## config.mk

```make
export PLATFORM = sky130hd
export DESIGN_NAME = afifo_wr_arb_flat
export DESIGN_NICKNAME = d
export VERILOG_FILES = /design/src/rtl/afifo_wr_arb_if.sv /design/src/rtl/afifo_wr_arb.sv /design/src/flat_wrapper.sv
export SDC_FILE = /design/constraint.sdc
export NUM_CORES = 1
export LEC_CHECK = 0
export ABC_AREA = 1
export ABC_CLOCK_PERIOD_IN_PS = 2800
export CORE_MARGIN = 1.5
export CORE_UTILIZATION = 38
export DETAILED_ROUTE_END_ITERATION = 16
export PLACE_DENSITY = 0.72
export SYNTH_ARGS = -nofsm -noshare
export SYNTH_HDL_FRONTEND = slang
export SYNTH_SLANG_ARGS = --single-unit
```

## constraint.sdc

```tcl
create_clock -name wclk -period 2.8 [get_ports wclk]
set_input_delay 0.28 -clock wclk [delete_from_list [all_inputs] [get_ports wclk]]
set_output_delay 0.28 -clock wclk [all_outputs]
set_load 0.01 [all_outputs]
```

## src/rtl/afifo_wr_arb_if.sv

```systemverilog
// rtl/afifo_wr_arb_if.sv - write-side bundle between requesters, arbiter and FIFO write port
interface afifo_wr_arb_if #(
  parameter int DATA_WIDTH = 32,
  parameter int NUM_REQ    = 4,
  parameter int CNT_WIDTH  = 16
);
  logic [NUM_REQ-1:0]            req;
  logic [NUM_REQ*DATA_WIDTH-1:0] req_data;
  logic [NUM_REQ-1:0]            gnt;
  logic                          wfull;
  logic                          winc;
  logic [DATA_WIDTH-1:0]         wdata;
  logic                          full_evt;
  logic [CNT_WIDTH-1:0]          wr_cnt;
  logic [CNT_WIDTH-1:0]          stall_cnt;

  // environment side: requesters plus the FIFO full flag
  modport master (
    output req, req_data, wfull,
    input  gnt, winc, wdata, full_evt, wr_cnt, stall_cnt
  );

  // arbiter side
  modport slave (
    input  req, req_data, wfull,
    output gnt, winc, wdata, full_evt, wr_cnt, stall_cnt
  );
endinterface

```

## src/rtl/afifo_wr_arb.sv

```systemverilog
// rtl/afifo_wr_arb.sv - round-robin write arbiter feeding an async FIFO write port
module afifo_wr_arb #(
  parameter int DATA_WIDTH = 32,
  parameter int NUM_REQ    = 4,
  parameter int CNT_WIDTH  = 16
) (
  input  logic          wclk,
  input  logic          wrst,
  afifo_wr_arb_if.slave bus
);
  localparam int IDX_W = $clog2(NUM_REQ);

  typedef enum logic {IDLE = 1'b0, HOLD = 1'b1} state_t;

  state_t                  r_state, w_state_nxt;
  logic [NUM_REQ-1:0]      r_gnt;
  logic [NUM_REQ-1:0]      w_elig;
  logic [DATA_WIDTH-1:0]   r_wdata;
  logic [IDX_W-1:0]        r_last;
  logic [IDX_W-1:0]        w_win;
  logic                    w_found;
  logic                    w_load;
  logic                    w_accept;
  logic                    w_stall;
  logic                    r_winc;
  logic                    r_full_evt;
  logic                    r_stalled;
  logic [CNT_WIDTH-1:0]    r_wr_cnt;
  logic [CNT_WIDTH-1:0]    r_stall_cnt;

  // a requester granted last cycle is masked so a held level req is not re-granted back to back
  assign w_elig   = bus.req & ~r_gnt;
  assign w_accept = r_winc & ~bus.wfull;
  assign w_stall  = r_winc & bus.wfull;

  // round-robin search starting one past the last loaded requester
  always_comb begin
    int               idx;
    logic [IDX_W-1:0] cand;
    idx     = 0;
    cand    = '0;
    w_found = 1'b0;
    w_win   = r_last;
    for (int k = 1; k <= NUM_REQ; k++) begin
      idx  = (int'(r_last) + k) % NUM_REQ;
      cand = IDX_W'(idx);
      if (!w_found && w_elig[cand]) begin
        w_found = 1'b1;
        w_win   = cand;
      end
    end
  end

  // next state: load from IDLE, or in HOLD only on the edge that retires the pending word
  always_comb begin
    w_state_nxt = r_state;
    w_load      = 1'b0;
    unique case (r_state)
      IDLE: begin
        if (w_found) begin
          w_load      = 1'b1;
          w_state_nxt = HOLD;
        end
      end
      HOLD: begin
        if (!bus.wfull) begin
          if (w_found) begin
            w_load = 1'b1;
          end else begin
            w_state_nxt = IDLE;
          end
        end
      end
      default: w_state_nxt = IDLE;
    endcase
  end

  // state register; winc mirrors HOLD so it comes straight off a flop
  always_ff @(posedge wclk or posedge wrst) begin
    if (wrst) begin
      r_state <= IDLE;
      r_winc  <= 1'b0;
    end else begin
      r_state <= w_state_nxt;
      r_winc  <= (w_state_nxt == HOLD);
    end
  end

  // capture the winner's word, pulse its grant, remember it for the next search
  always_ff @(posedge wclk or posedge wrst) begin
    if (wrst) begin
      r_wdata <= '0;
      r_gnt   <= '0;
      r_last  <= IDX_W'(NUM_REQ - 1);
    end else begin
      r_gnt <= '0;
      if (w_load) begin
        r_wdata <= bus.req_data[int'(w_win)*DATA_WIDTH +: DATA_WIDTH];
        r_gnt   <= NUM_REQ'(1) << w_win;
        r_last  <= w_win;
      end
    end
  end

  // statistics: wrapping write count, saturating stall count, one full event per pending word
  always_ff @(posedge wclk or posedge wrst) begin
    if (wrst) begin
      r_wr_cnt    <= '0;
      r_stall_cnt <= '0;
      r_full_evt  <= 1'b0;
      r_stalled   <= 1'b0;
    end else begin
      r_full_evt <= w_stall & ~r_stalled;
      if (w_accept) begin
        r_wr_cnt  <= r_wr_cnt + CNT_WIDTH'(1);
        r_stalled <= 1'b0;
      end else if (w_stall) begin
        r_stalled <= 1'b1;
      end
      if (w_stall && (r_stall_cnt != '1)) begin
        r_stall_cnt <= r_stall_cnt + CNT_WIDTH'(1);
      end
    end
  end

  assign bus.gnt       = r_gnt;
  assign bus.winc      = r_winc;
  assign bus.wdata     = r_wdata;
  assign bus.full_evt  = r_full_evt;
  assign bus.wr_cnt    = r_wr_cnt;
  assign bus.stall_cnt = r_stall_cnt;
endmodule

```

## src/flat_wrapper.sv

```systemverilog
// flat-port wrapper written by rule: the top's interface ports become plain ports
module afifo_wr_arb_flat 
#(
  parameter int DATA_WIDTH = 32,
  parameter int NUM_REQ    = 4,
  parameter int CNT_WIDTH  = 16
)
  (wclk, wrst, bus_req, bus_req_data, bus_wfull, bus_gnt, bus_winc, bus_wdata, bus_full_evt, bus_wr_cnt, bus_stall_cnt);
  afifo_wr_arb_if #(.DATA_WIDTH(DATA_WIDTH), .NUM_REQ(NUM_REQ), .CNT_WIDTH(CNT_WIDTH)) bus_i ();
  input  logic wclk;
  input  logic wrst;
  input wire logic [$bits(bus_i.req)-1:0] bus_req;
  input wire logic [$bits(bus_i.req_data)-1:0] bus_req_data;
  input wire logic [$bits(bus_i.wfull)-1:0] bus_wfull;
  output wire logic [$bits(bus_i.gnt)-1:0] bus_gnt;
  output wire logic [$bits(bus_i.winc)-1:0] bus_winc;
  output wire logic [$bits(bus_i.wdata)-1:0] bus_wdata;
  output wire logic [$bits(bus_i.full_evt)-1:0] bus_full_evt;
  output wire logic [$bits(bus_i.wr_cnt)-1:0] bus_wr_cnt;
  output wire logic [$bits(bus_i.stall_cnt)-1:0] bus_stall_cnt;
  assign bus_i.req = bus_req;
  assign bus_i.req_data = bus_req_data;
  assign bus_i.wfull = bus_wfull;
  assign bus_gnt = bus_i.gnt;
  assign bus_winc = bus_i.winc;
  assign bus_wdata = bus_i.wdata;
  assign bus_full_evt = bus_i.full_evt;
  assign bus_wr_cnt = bus_i.wr_cnt;
  assign bus_stall_cnt = bus_i.stall_cnt;
  afifo_wr_arb #(.DATA_WIDTH(DATA_WIDTH), .NUM_REQ(NUM_REQ), .CNT_WIDTH(CNT_WIDTH)) u_core (.wclk(wclk), .wrst(wrst), .bus(bus_i));
endmodule
```

# Yosys cells after proc, flatten, opt, wreduce, memory -nomap -nowiden
# Index checks and enable logic that the tools add are counted.
dict set report totals {
  reg_bits 73
  output_inout_bits 70
}
dict set report op_classes {
  addsub 6
  muxes 24
  n_eq_ne 1
  n_lt_le_gt_ge 4
  n_reduce_logical 8
  bitwise 8
  shifts 2
}
# op n
set ops {}
lappend ops {{128-bit by 8-bit indexed part select with 32-bit output} 1}
lappend ops {{16-bit by 1-bit adder with 16-bit output (second input constant)} 2}
lappend ops {{16-bit != test (second input constant)} 1}
lappend ops {{1-bit two-way mux} 13}
lappend ops {{2-bit by 3-bit less-than comparator with 1-bit output (second input constant)} 4}
lappend ops {{1-bit binary-select mux with 2-bit select} 4}
lappend ops {{2-bit two-way mux} 4}
lappend ops {{2-bit by 1-bit adder with 2-bit output (second input constant)} 2}
lappend ops {{2-bit adder (second input constant)} 2}
lappend ops {{4-bit AND} 1}
lappend ops {{1-bit logical AND} 4}
lappend ops {{4-bit two-way mux} 1}
lappend ops {{4-bit inverter} 1}
lappend ops {{1-bit case mux with 2 select lines} 2}
lappend ops {{1-bit by 2-bit << shifter with 4-bit output (first input constant)} 1}
lappend ops {{1-bit AND} 3}
lappend ops {{1-bit logical NOT} 3}
lappend ops {{1-bit inverter} 3}
lappend ops {{2-bit nonzero test} 1}

# Logic depth before layout (Yosys ltp)
dict set report logic_depth {
  depth_word 18
  depth_mapped 16
}

# Least setup slack after synthesis
# No wires, ideal clock.
dict set report synth_path {
  kind {reg2reg}
  start {register u_core.r_last[0]}
  end {register u_core.r_wdata[17] (netlist: u_core.bus.wdata[17])}
  t_required_ns 2.683
  stages_incl_launch_ff 15
  slack_ns 0.881
  setup_time_ns 0.117
  synth_period_minus_slack_ns 1.919
  t_arrival_ns 1.802
  cell_sequence {dfstp_2 > buf_4 > nand2_1 > nand2_2 > nand3_2 > nand2_4 > nand3_4 > nand2_1 > buf_6 > buf_6 > nand3_1 > nand3_1 > nand2_1 > nand2_1 > nand2_1}
}
dict set report synth_between {
  elab_chain_len 16
}
# element line_no
set synth_rtl {}
lappend synth_rtl {{start: declaration} afifo_wr_arb.sv:19} ;# logic [IDX_W-1:0] r_last;
lappend synth_rtl {{start signal: assignment} afifo_wr_arb.sv:94} ;# r_last <= IDX_W'(NUM_REQ - 1);
lappend synth_rtl {{start signal: assignment} afifo_wr_arb.sv:100} ;# r_last <= w_win;
lappend synth_rtl {{parallel branches: the longest is 16 deep, another holds 2-bit by 1-bit adder with 2-bit output} n/a}
lappend synth_rtl {{end signal: assignment} afifo_wr_arb.sv:98} ;# r_wdata <= bus.req_data[int'(w_win)*DATA_WIDTH +: DATA_WIDTH];
lappend synth_rtl {{end: declaration} afifo_wr_arb.sv:18} ;# logic [DATA_WIDTH-1:0] r_wdata;
# Several ways; the timed one is not identified. The select of a mux whose other input is x is not followed.
# A chain may end at the register's enable or synchronous reset.

# Final worst setup path
# Ends and elaborated chain as after synthesis.

==> metrics.yaml <==
period_share_pct: 89.8
cts_max_level: 3
die_w_microns: 119
cts_buffers: 9
synth-edff-count: 0
core_area_sq_um: 13200
grt_pass1_wl_mm: 23.7
holdWs_ns: 0.320
yosys_register_bits: 73
critical_path_arrival_ns: 2.79
yosysSeqAreaShare_pct: 35.9
rsz0062_at_grt: "no"
antenna_left: 0
syn_avg_cell_area_sq_um: 6.98
swShare_pct: 48.5
port_buffers: 204
cts_tree: "done"
dieArea_sq_um: 14100
routed_via_density: 4.80
hold_buffers: 0
total_power_mw: 8.87
rows: 42
synth_area_leader_cell: "dfrtp_1"
crit_type: "reg -> reg"
fmax_ghz: 0.398
drtPass1Iterations: 4
clockBufferDepth: 2
internal-power_mw: 4.57
syn2layout_area_growth_pct: 47.4
relSlewSlack_pct: 59.9
hold_viol_final: 0
cts.sinks: 73
fp.dieH_microns: 119
start_util_pct: 38.7
seqPwrFrac_pct: 20.0
clock-skew-final_ns: 0.00896
synth.area.top_cells: "dfrtp_1 35%, nand3_1 19%, nand2_1 13%, inv_1 9.1%, nand3b_1 4.7%"
layout.nets: 1052
grt_overflow_total: 0
grt_start_max_net_pins: 66
drive_gt1_share_pct: 5.11
dp_hpwl_mm: 10.4
cts_root_buf: "clkbuf_16"
instances_no_fill: 1095
clk_pin_slew_worst_paths_ns: 0.06
yosysWarnings: 0
syn_nets: 868
worst_pin_slew_ns: 0.601
synth_ff_type: "dfrtp_1"
pin_count: 205
worstSkewPairLatency_ns: 0.34
p_leak_nw: 3.85
ys_types: 32
combinationalPowerShare_pct: 67.0
antenna_cells: 0
num_vias: 5255
drcViolationCount: 0
wl_per_cell_microns: 13.2
p_switching_mw: 4.30
cts-resized-gates: 0
track_usage_pct: 20.8
worst_setup_path_end_kind: "flop"
max_cap_violations: 0
dp.cells: 1080
gp_congestion: 0.868
power_density_nw_per_um2: 1180
period_minus_slack_ns: 2.51
syn_area_sq_um: 5100
slew_viol_final: 0
outcome: "finished clean"
synth_top_area_share_pct: 34.8
clockPowerShare_pct: 13.0
syn_inst: 731
drt_iter0_markers: 306
ir_drop_v: 0.000818
hold_path_class: "in -> async"
tns_ns: 0
antenna_found_initial: 0
synthArstFlopShare_pct: 100
detail_route.wirelength_mm: 14.4
path_max_fanout: 35
worstSetupStartpointType: "flop"
grt_pass1_vias: 4814
cp_data_required_time_ns: 3.07
post_cts_buffers: 0
setup_violations: 0
## cells by family (layout without fill, tap and decap cells)
group | count (synthesis) | in the layout | share of synthesized area (%)
buf+inv | 166 | 354 | 14.9
xor+xnor | 29 | 29 | 4.98
simple gates | 455 | 455 | 43.1
fa+ha+maj | 2 | 2 | 0.490
compound gates | 6 | 6 | 0.613
flops | 73 | 73 | 35.9
## critical path, cell delays in order, from the launching register on
cell and delay [ns]:
dfstp_2 0.67, inv_2 0.15, nand3_1 0.16, nand3_2 0.16, nand2_4 0.17, nand4_4 0.40, buf_12 0.34, nand3_1 0.10
nand3_1 0.07, nand2_1 0.08, nand2_1 0.05, nand2_1 0.06
## layout make-up
class	count	area, sq um
fillers	1233	5670
repair buffers	213	2180
multi-input cells	492	2510
clock buffers	9	225
flip-flops and latches	73	1830
well taps	176	220
inverters	126	477
clock inverters	6	68.8
## sequential cells by signal, indices dropped and copies added (netlist names)
name	count
u_core.r_stalled	1
u_core.r_state	1
u_core.r_last	2
u_core.bus.full_evt	1
u_core.bus.wr_cnt	16
u_core.bus.gnt	4
u_core.bus.stall_cnt	16
u_core.bus.wdata	32
## per-layer routing
metal | wire length, microns | track usage (%) | part of all wire [%] | vias up
met5 | 0 | 0 | 0 | -
met4 | 270 | 7.68 | 1.9 | 0
met3 | 995 | 5.32 | 6.9 | 20
met2 | 6800 | 33.4 | 47 | 194
met1 | 6370 | 27.2 | 44 | 2365
li1 | - | - | - | 2676
## cell usage after synthesis, types with 4 or more instances
cell and n:
nand3b_1 32, nand2_2 7, inv_1 123, buf_4 12
buf_6 10, nand2_1 183, xor2_1 19, nand3_1 191
nor2_1 18, dfrtp_1 71, buf_2 9, buf_1 4
xnor2_1 10, clkbuf_1 4, nor3_1 10
## power by group through the flow
stage	combinational, mW	clock [mW]	sequential [mW]
after floorplan	4.19	0	1.88
after global placement	5.94	0	1.78
after detailed placement	6.00	0	1.78
after CTS	6.01	1.18	1.77
after global routing	6.71	1.23	1.83
final	5.94	1.15	1.78
## metrics by stage
| stage | cell area (sq um) | setup slack, ns | utilization (%) |
|---|---|---|---|
| 3_3_place_gp | 7220 | 0.360 | 54.8 |
| 4_1_cts | 7520 | 0.296 | 57.0 |
| 6_report | 7520 | 0.285 | 57.0 |
| 3_5_place_dp | 7220 | 0.346 | 54.8 |
| 5_1_grt | 7520 | 0.0580 | 57.0 |
| 2_1_floorplan | 5100 | 0.670 | - |
## path summary, 6_finish.rpt
| check | slack (ns) | start | cells past startpoint | end |
|---|---|---|---|---|
| setup reg to reg | 0.29 | u_core.r_last[0]$_DFFE_PP1P_ | 11 | u_core.bus.wdata[17]$_DFFE_PP0P_ |
| hold / removal | 0.32 | wrst | 2 | u_core.bus.wdata[22]$_DFFE_PP0P_ |
| setup / recovery | 0.29 | u_core.r_last[0]$_DFFE_PP1P_ | 11 | u_core.bus.wdata[17]$_DFFE_PP0P_ |
| max in group asynchronous | 1.87 | wrst | 3 | u_core.bus.stall_cnt[1]$_DFFE_PP0P_ |
| hold reg to reg | 0.44 | u_core.r_stalled$_DFFE_PP0P_ | 1 | u_core.bus.full_evt$_DFF_PP0_ |
| min in group wclk | 0.44 | u_core.r_stalled$_DFFE_PP0P_ | 1 | u_core.bus.full_evt$_DFF_PP0_ |
## cells in the final DEF (no fill, tap or decap), drive strengths merged
master and count:
nand2 192, ha 2, o21ai 2, nor2 19, inv 126, nand3b 32, bufinv 1, nor4 1
buf 9, nand4 4, nor3 10, a31oi 1, xor2 19, clkdlybuf4s50 204, or3 1, clkinvlp 1
clkbuf 9, clkinv 4, a21oi 3, dfstp 2, nor3b 1, nand3 195, dfrtp 71, xnor2 10
No activity file was read; power rests on OpenSTA's default activity.
==> RTL edit 1: new RTL, config.mk and constraints unchanged <==
Reset style: synchronous (`wrst`), changed in 3 clocked blocks. Comments in the files are not updated.
--- a/src/rtl/afifo_wr_arb.sv
+++ b/src/rtl/afifo_wr_arb.sv
@@ -76,7 +76,7 @@
   end
 
   // state register; winc mirrors HOLD so it comes straight off a flop
-  always_ff @(posedge wclk or posedge wrst) begin
+  always_ff @(posedge wclk) begin
     if (wrst) begin
       r_state <= IDLE;
       r_winc  <= 1'b0;
@@ -87,7 +87,7 @@
   end
 
   // capture the winner's word, pulse its grant, remember it for the next search
-  always_ff @(posedge wclk or posedge wrst) begin
+  always_ff @(posedge wclk) begin
     if (wrst) begin
       r_wdata <= '0;
       r_gnt   <= '0;
@@ -103,7 +103,7 @@
   end
 
   // statistics: wrapping write count, saturating stall count, one full event per pending word
-  always_ff @(posedge wclk or posedge wrst) begin
+  always_ff @(posedge wclk) begin
     if (wrst) begin
       r_wr_cnt    <= '0;
       r_stall_cnt <= '0;
Formal check against the unedited RTL: differs if wrst is asserted again (counterexample within 4 cycles, from zero or initial values and one cycle with wrst high); with wrst held inactive, the same outputs for 4 cycles.
==> RTL edit 1 against the original RTL <==
- synthesized cell count is 7.4% higher
- core utilization is 2.3 points higher
- combinational power is 14% lower
- largest cell class unchanged
- wire length is 3.8% higher
- die area is 7.7% lower
- clock power is 19% higher
- highest routed layer unchanged
- first-iteration DRC count is 22% higher
- clock skew is 0.0050 ns lower
- sequential cell count stayed put
- worst setup slack better by 0.20 ns
- synthesized area is 7.9% lower
- cell area is 5.2% lower
- power is 11% lower
==> RTL edit 1: results <==
[status]
status = finished, final reports clean

[logic_synthesis]
async_flop_share = 0
synth_area_per_cell_sq_um = 5.98
synthTopCellsByArea = dfxtp_1 31%, nand2_1 25%, nand3_1 17%, inv_1 5.8%, a21oi_1 2.6%

[power]
p_sw_mw = 3.71
peakVddDrop_v = 0.000656
netSwitchingFraction = 0.469

[global_route]
gr-usage-all-layers = 0.234
grt_pass1_wl_mm = 24.5
grt_start_max_net_pins = 65
grt_pass1_vias = 5020

[finish]
signal_buffers = 217
area_share_nonclk_buffers = 0.307
layout-drive-gt1-share = 0.0483
nonClockInverterCount = 76

[route]
vias = 5458
first_iter_violations = 374
viasPerCell = 4.87

[critical_path]
arrival_ns = 2.54
crit_slowest_cell = dfxtp_1
r2r_slack_ns = 0.49
cp_slowest_stage_delay_ns = 0.47
crit_start = u_core.r_last[0]$_SDFFE_PP1P_
crit_fanout = 36

[sta]
fin_skew_ns = 0.00395
worstMarginPinSlew_ns = 0.394

[placement]
dp_hpwl_mm = 10.7
post_dp_cell_area_sq_mm = 0.00677
dp.cells = 1105
## RTL edit 1: cell count changes in the layout (fill, tap and decap cells not counted), moves of 17 or more
cell,change
o21ai_0,+18
a21oi_1,+21
inv_1,-51
nand3b_1,-32
nand3_1,-30
dfxtp_1,+73
xor2_1,-17
dfrtp_1,-71
nand2_1,+134
## RTL edit 1: cells by family (layout without fill, tap and decap cells)
kind of cell / Yosys count / in the layout / synth area share
XOR/XNOR: 5 / 5 / 0.00933
AND/OR/NAND/NOR: 535 / 535 / 0.491
buffers and inverters: 120 / 309 / 0.125
adder cells (fa/ha/maj): 2 / 2 / 0.00533
flip-flops: 73 / 73 / 0.311
AO/OA/AOI/OAI: 50 / 50 / 0.0581
## RTL edit 1: per-layer routing
metal | up-vias | GRT usage | share of wire
met4 | 0 | 0.0608 | 0.011
met3 | 13 | 0.0635 | 0.078
met2 | 191 | 0.400 | 0.47
li1 | 2871 | - | -
met5 | - | 0 | 0
met1 | 2383 | 0.292 | 0.44
==> RTL edit 2: new RTL, config.mk and constraints unchanged <==
Without the edit above. `CNT_WIDTH` is set to 16 in 3 places; all go to 14.
--- a/src/rtl/afifo_wr_arb_if.sv
+++ b/src/rtl/afifo_wr_arb_if.sv
@@ -2,7 +2,7 @@
 interface afifo_wr_arb_if #(
   parameter int DATA_WIDTH = 32,
   parameter int NUM_REQ    = 4,
-  parameter int CNT_WIDTH  = 16
+  parameter int CNT_WIDTH  = 14
 );
   logic [NUM_REQ-1:0]            req;
   logic [NUM_REQ*DATA_WIDTH-1:0] req_data;
--- a/src/rtl/afifo_wr_arb.sv
+++ b/src/rtl/afifo_wr_arb.sv
@@ -2,7 +2,7 @@
 module afifo_wr_arb #(
   parameter int DATA_WIDTH = 32,
   parameter int NUM_REQ    = 4,
-  parameter int CNT_WIDTH  = 16
+  parameter int CNT_WIDTH  = 14
 ) (
   input  logic          wclk,
   input  logic          wrst,
--- a/src/flat_wrapper.sv
+++ b/src/flat_wrapper.sv
@@ -3,7 +3,7 @@
 #(
   parameter int DATA_WIDTH = 32,
   parameter int NUM_REQ    = 4,
-  parameter int CNT_WIDTH  = 16
+  parameter int CNT_WIDTH  = 14
 )
   (wclk, wrst, bus_req, bus_req_data, bus_wfull, bus_gnt, bus_winc, bus_wdata, bus_full_evt, bus_wr_cnt, bus_stall_cnt);
   afifo_wr_arb_if #(.DATA_WIDTH(DATA_WIDTH), .NUM_REQ(NUM_REQ), .CNT_WIDTH(CNT_WIDTH)) bus_i ();
Interface: changed (resized bus_stall_cnt and bus_wr_cnt); port bits go from 205 to 201. No check against the original RTL was run, so the function may have changed too.
==> RTL edit 2 against the original RTL <==
- power is 1.0% higher
- critical path type unchanged
- via count shrank 1.8%
- cell area fell by 2.4%
- largest power group unchanged
- global-route usage increased by 2.5 points
- wire length up 5.0%
- worst setup slack improved by 0.10 ns
- highest routed layer unchanged
- sequential cell count decreased by 4
- synthesized area fell by 3.1%
==> RTL edit 2: results <==
[logic_synthesis]
seq_area_frac_synth = 0.350
yosys.area_share.xor_xnor = 0.0443
synth.most_common_cell = nand3_1
async_flop_share = 1.00
synth_commonest_cells = 184 x nand3_1, 180 x nand2_1, 122 x inv_1
synthesis.nets = 847
synth_compound_area_frac = 0.00810
synth_warnings = 0
synth_cell_types = 31
muxShareOfSynthArea = 0
synthTopCellsByArea = dfrtp_1 34%, nand3_1 19%, nand2_1 14%, inv_1 9.3%, nand3b_1 4.9%
synthAdderAreaFrac = 0.00506

[clocking]
clk_pin_slew_ns = 0.06
h-tree-depth = 3
cts-root-buf = clkbuf_16
cts_buffers = 9
clock_latency_ns = 0.32
clock_path_buffers = 2

[global_route]
grt_pass1_vias = 5114
gr-usage-all-layers = 0.233
grt_pass1_wl_mm = 24.7
antenna_found_initial = 0
grt_start_max_net_pins = 66

[sta]
hold_viol = 0
fin_skew_ns = 0.00533
worstMarginPinSlew_ns = 0.407
drv_slew = 0

[finish]
final_nets = 1028
nFillCells = 1231
largest_register_ffs = 32
layout-drive-gt1-share = 0.0558
n_antenna_cell = 0

[placement]
io_buffer_count = 200
gp_congestion = 0.891
dp_worst_setup_slack_ns = 0.264
dp_hpwl_mm = 10.8
post_dp_cell_area_sq_mm = 0.00700

[power]
peakVddDrop_v = 0.000817
leakagePower_nw = 3.80
intPower_mw = 4.57

[critical_path]
r2r-end = u_core.bus.wdata[27]$_DFFE_PP0P_
r2r_start = u_core.r_last[0]$_DFFE_PP1P_
r2r_slack_ns = 0.39
crit_slowest_cell = dfstp_2
arrival_ns = 2.68
cp_slowest_stage_delay_ns = 0.66
crit_fanout = 23
rr_worst_depth = 13

[route]
first_iter_violations = 346
drt-total-wl_mm = 15.2
ant_nets = 0
detail_route.first_pass.iterations = 5
viasPerCell = 4.83

[worst_hold_path]
min_path_type = primary input to async pin

[status]
status = finished, final reports clean
-- RTL edit 2: power groups by stage --
stage	sequential (mW)	combinational (mW)	clock (mW)
2_1_floorplan	1.82	4.19	0
3_5_place_dp	1.72	6.00	0
6_report	1.72	5.97	1.27
3_3_place_gp	1.73	5.95	0
4_1_cts	1.72	6.01	1.30
5_1_grt	1.77	6.79	1.34
-- RTL edit 2: per-layer routing --
metal	share of wire	wire [um]	vias up	global-route usage
met4	0.033	503	0	0.102
met2	0.48	7300	174	0.387
met3	0.058	875	36	0.0463
li1	-	-	2602	-
met1	0.43	6470	2347	0.295
met5	0	0	-	0
-- RTL edit 2: layout make-up --
| class | instances | share of cell area |
|---|---|---|
| Tap cell | 172 | 0.0293 |
| Multi-Input combinational cell | 476 | 0.333 |
| Sequential cell | 69 | 0.236 |
| Clock buffer | 11 | 0.0344 |
| Clock inverter | 5 | 0.0111 |
| Timing Repair Buffer | 210 | 0.292 |
| Inverter | 125 | 0.0646 |
-- RTL edit 2: logic make-up (layout without fill, tap and decap cells) --
family | after synthesis | in the layout
fa+ha+maj | 2 | 2
compound gates | 7 | 7
flops | 69 | 69
buf+inv | 165 | 351
xor+xnor | 25 | 25
simple gates | 442 | 442
-- RTL edit 2: per-stage QoR --
stage	util	instances	total power [mW]	hold slack [ns]
2_1_floorplan	-	710	6.01	0.404
3_3_place_gp	0.552	1052	7.68	0.413
3_5_place_dp	0.552	1052	7.72	0.418
4_1_cts	0.579	1068	9.03	0.284
5_1_grt	0.579	1068	9.90	0.293
6_report	0.579	1068	8.96	0.269
-- RTL edit 2: worst max path at each step --
stage                                  from                               end  slack [ns]  depth (start not counted)
3_3_place_gp                     bus_req[3]   u_core.bus.wdata[4]$_DFFE_PP0P_        0.33                         14
2_1_floorplan                          wrst     u_core.bus.full_evt$_DFF_PP0_        0.78                          1
5_1_grt        u_core.r_last[0]$_DFFE_PP1P_   u_core.bus.wdata[0]$_DFFE_PP0P_        0.14                         13
4_1_cts        u_core.r_last[0]$_DFFE_PP1P_  u_core.bus.wdata[26]$_DFFE_PP0P_        0.25                         13
6_report       u_core.r_last[0]$_DFFE_PP1P_  u_core.bus.wdata[27]$_DFFE_PP0P_        0.39                         13
3_5_place_dp   u_core.r_last[0]$_DFFE_PP1P_  u_core.bus.wdata[26]$_DFFE_PP0P_        0.26                         13
-- RTL edit 2: what timing repair did --
item                                    CTS  global route
endpoints found under the setup margin    0             1
buffers inserted                          0             0
gates resized for setup                   0             1
-- RTL edit 2: critical path, delay by kind of cell (launching register included) --
family	cells	cell delay [ns]
flip-flops	1	0.66
buffers and inverters	3	0.49
AND/OR/NAND/NOR	10	1.20
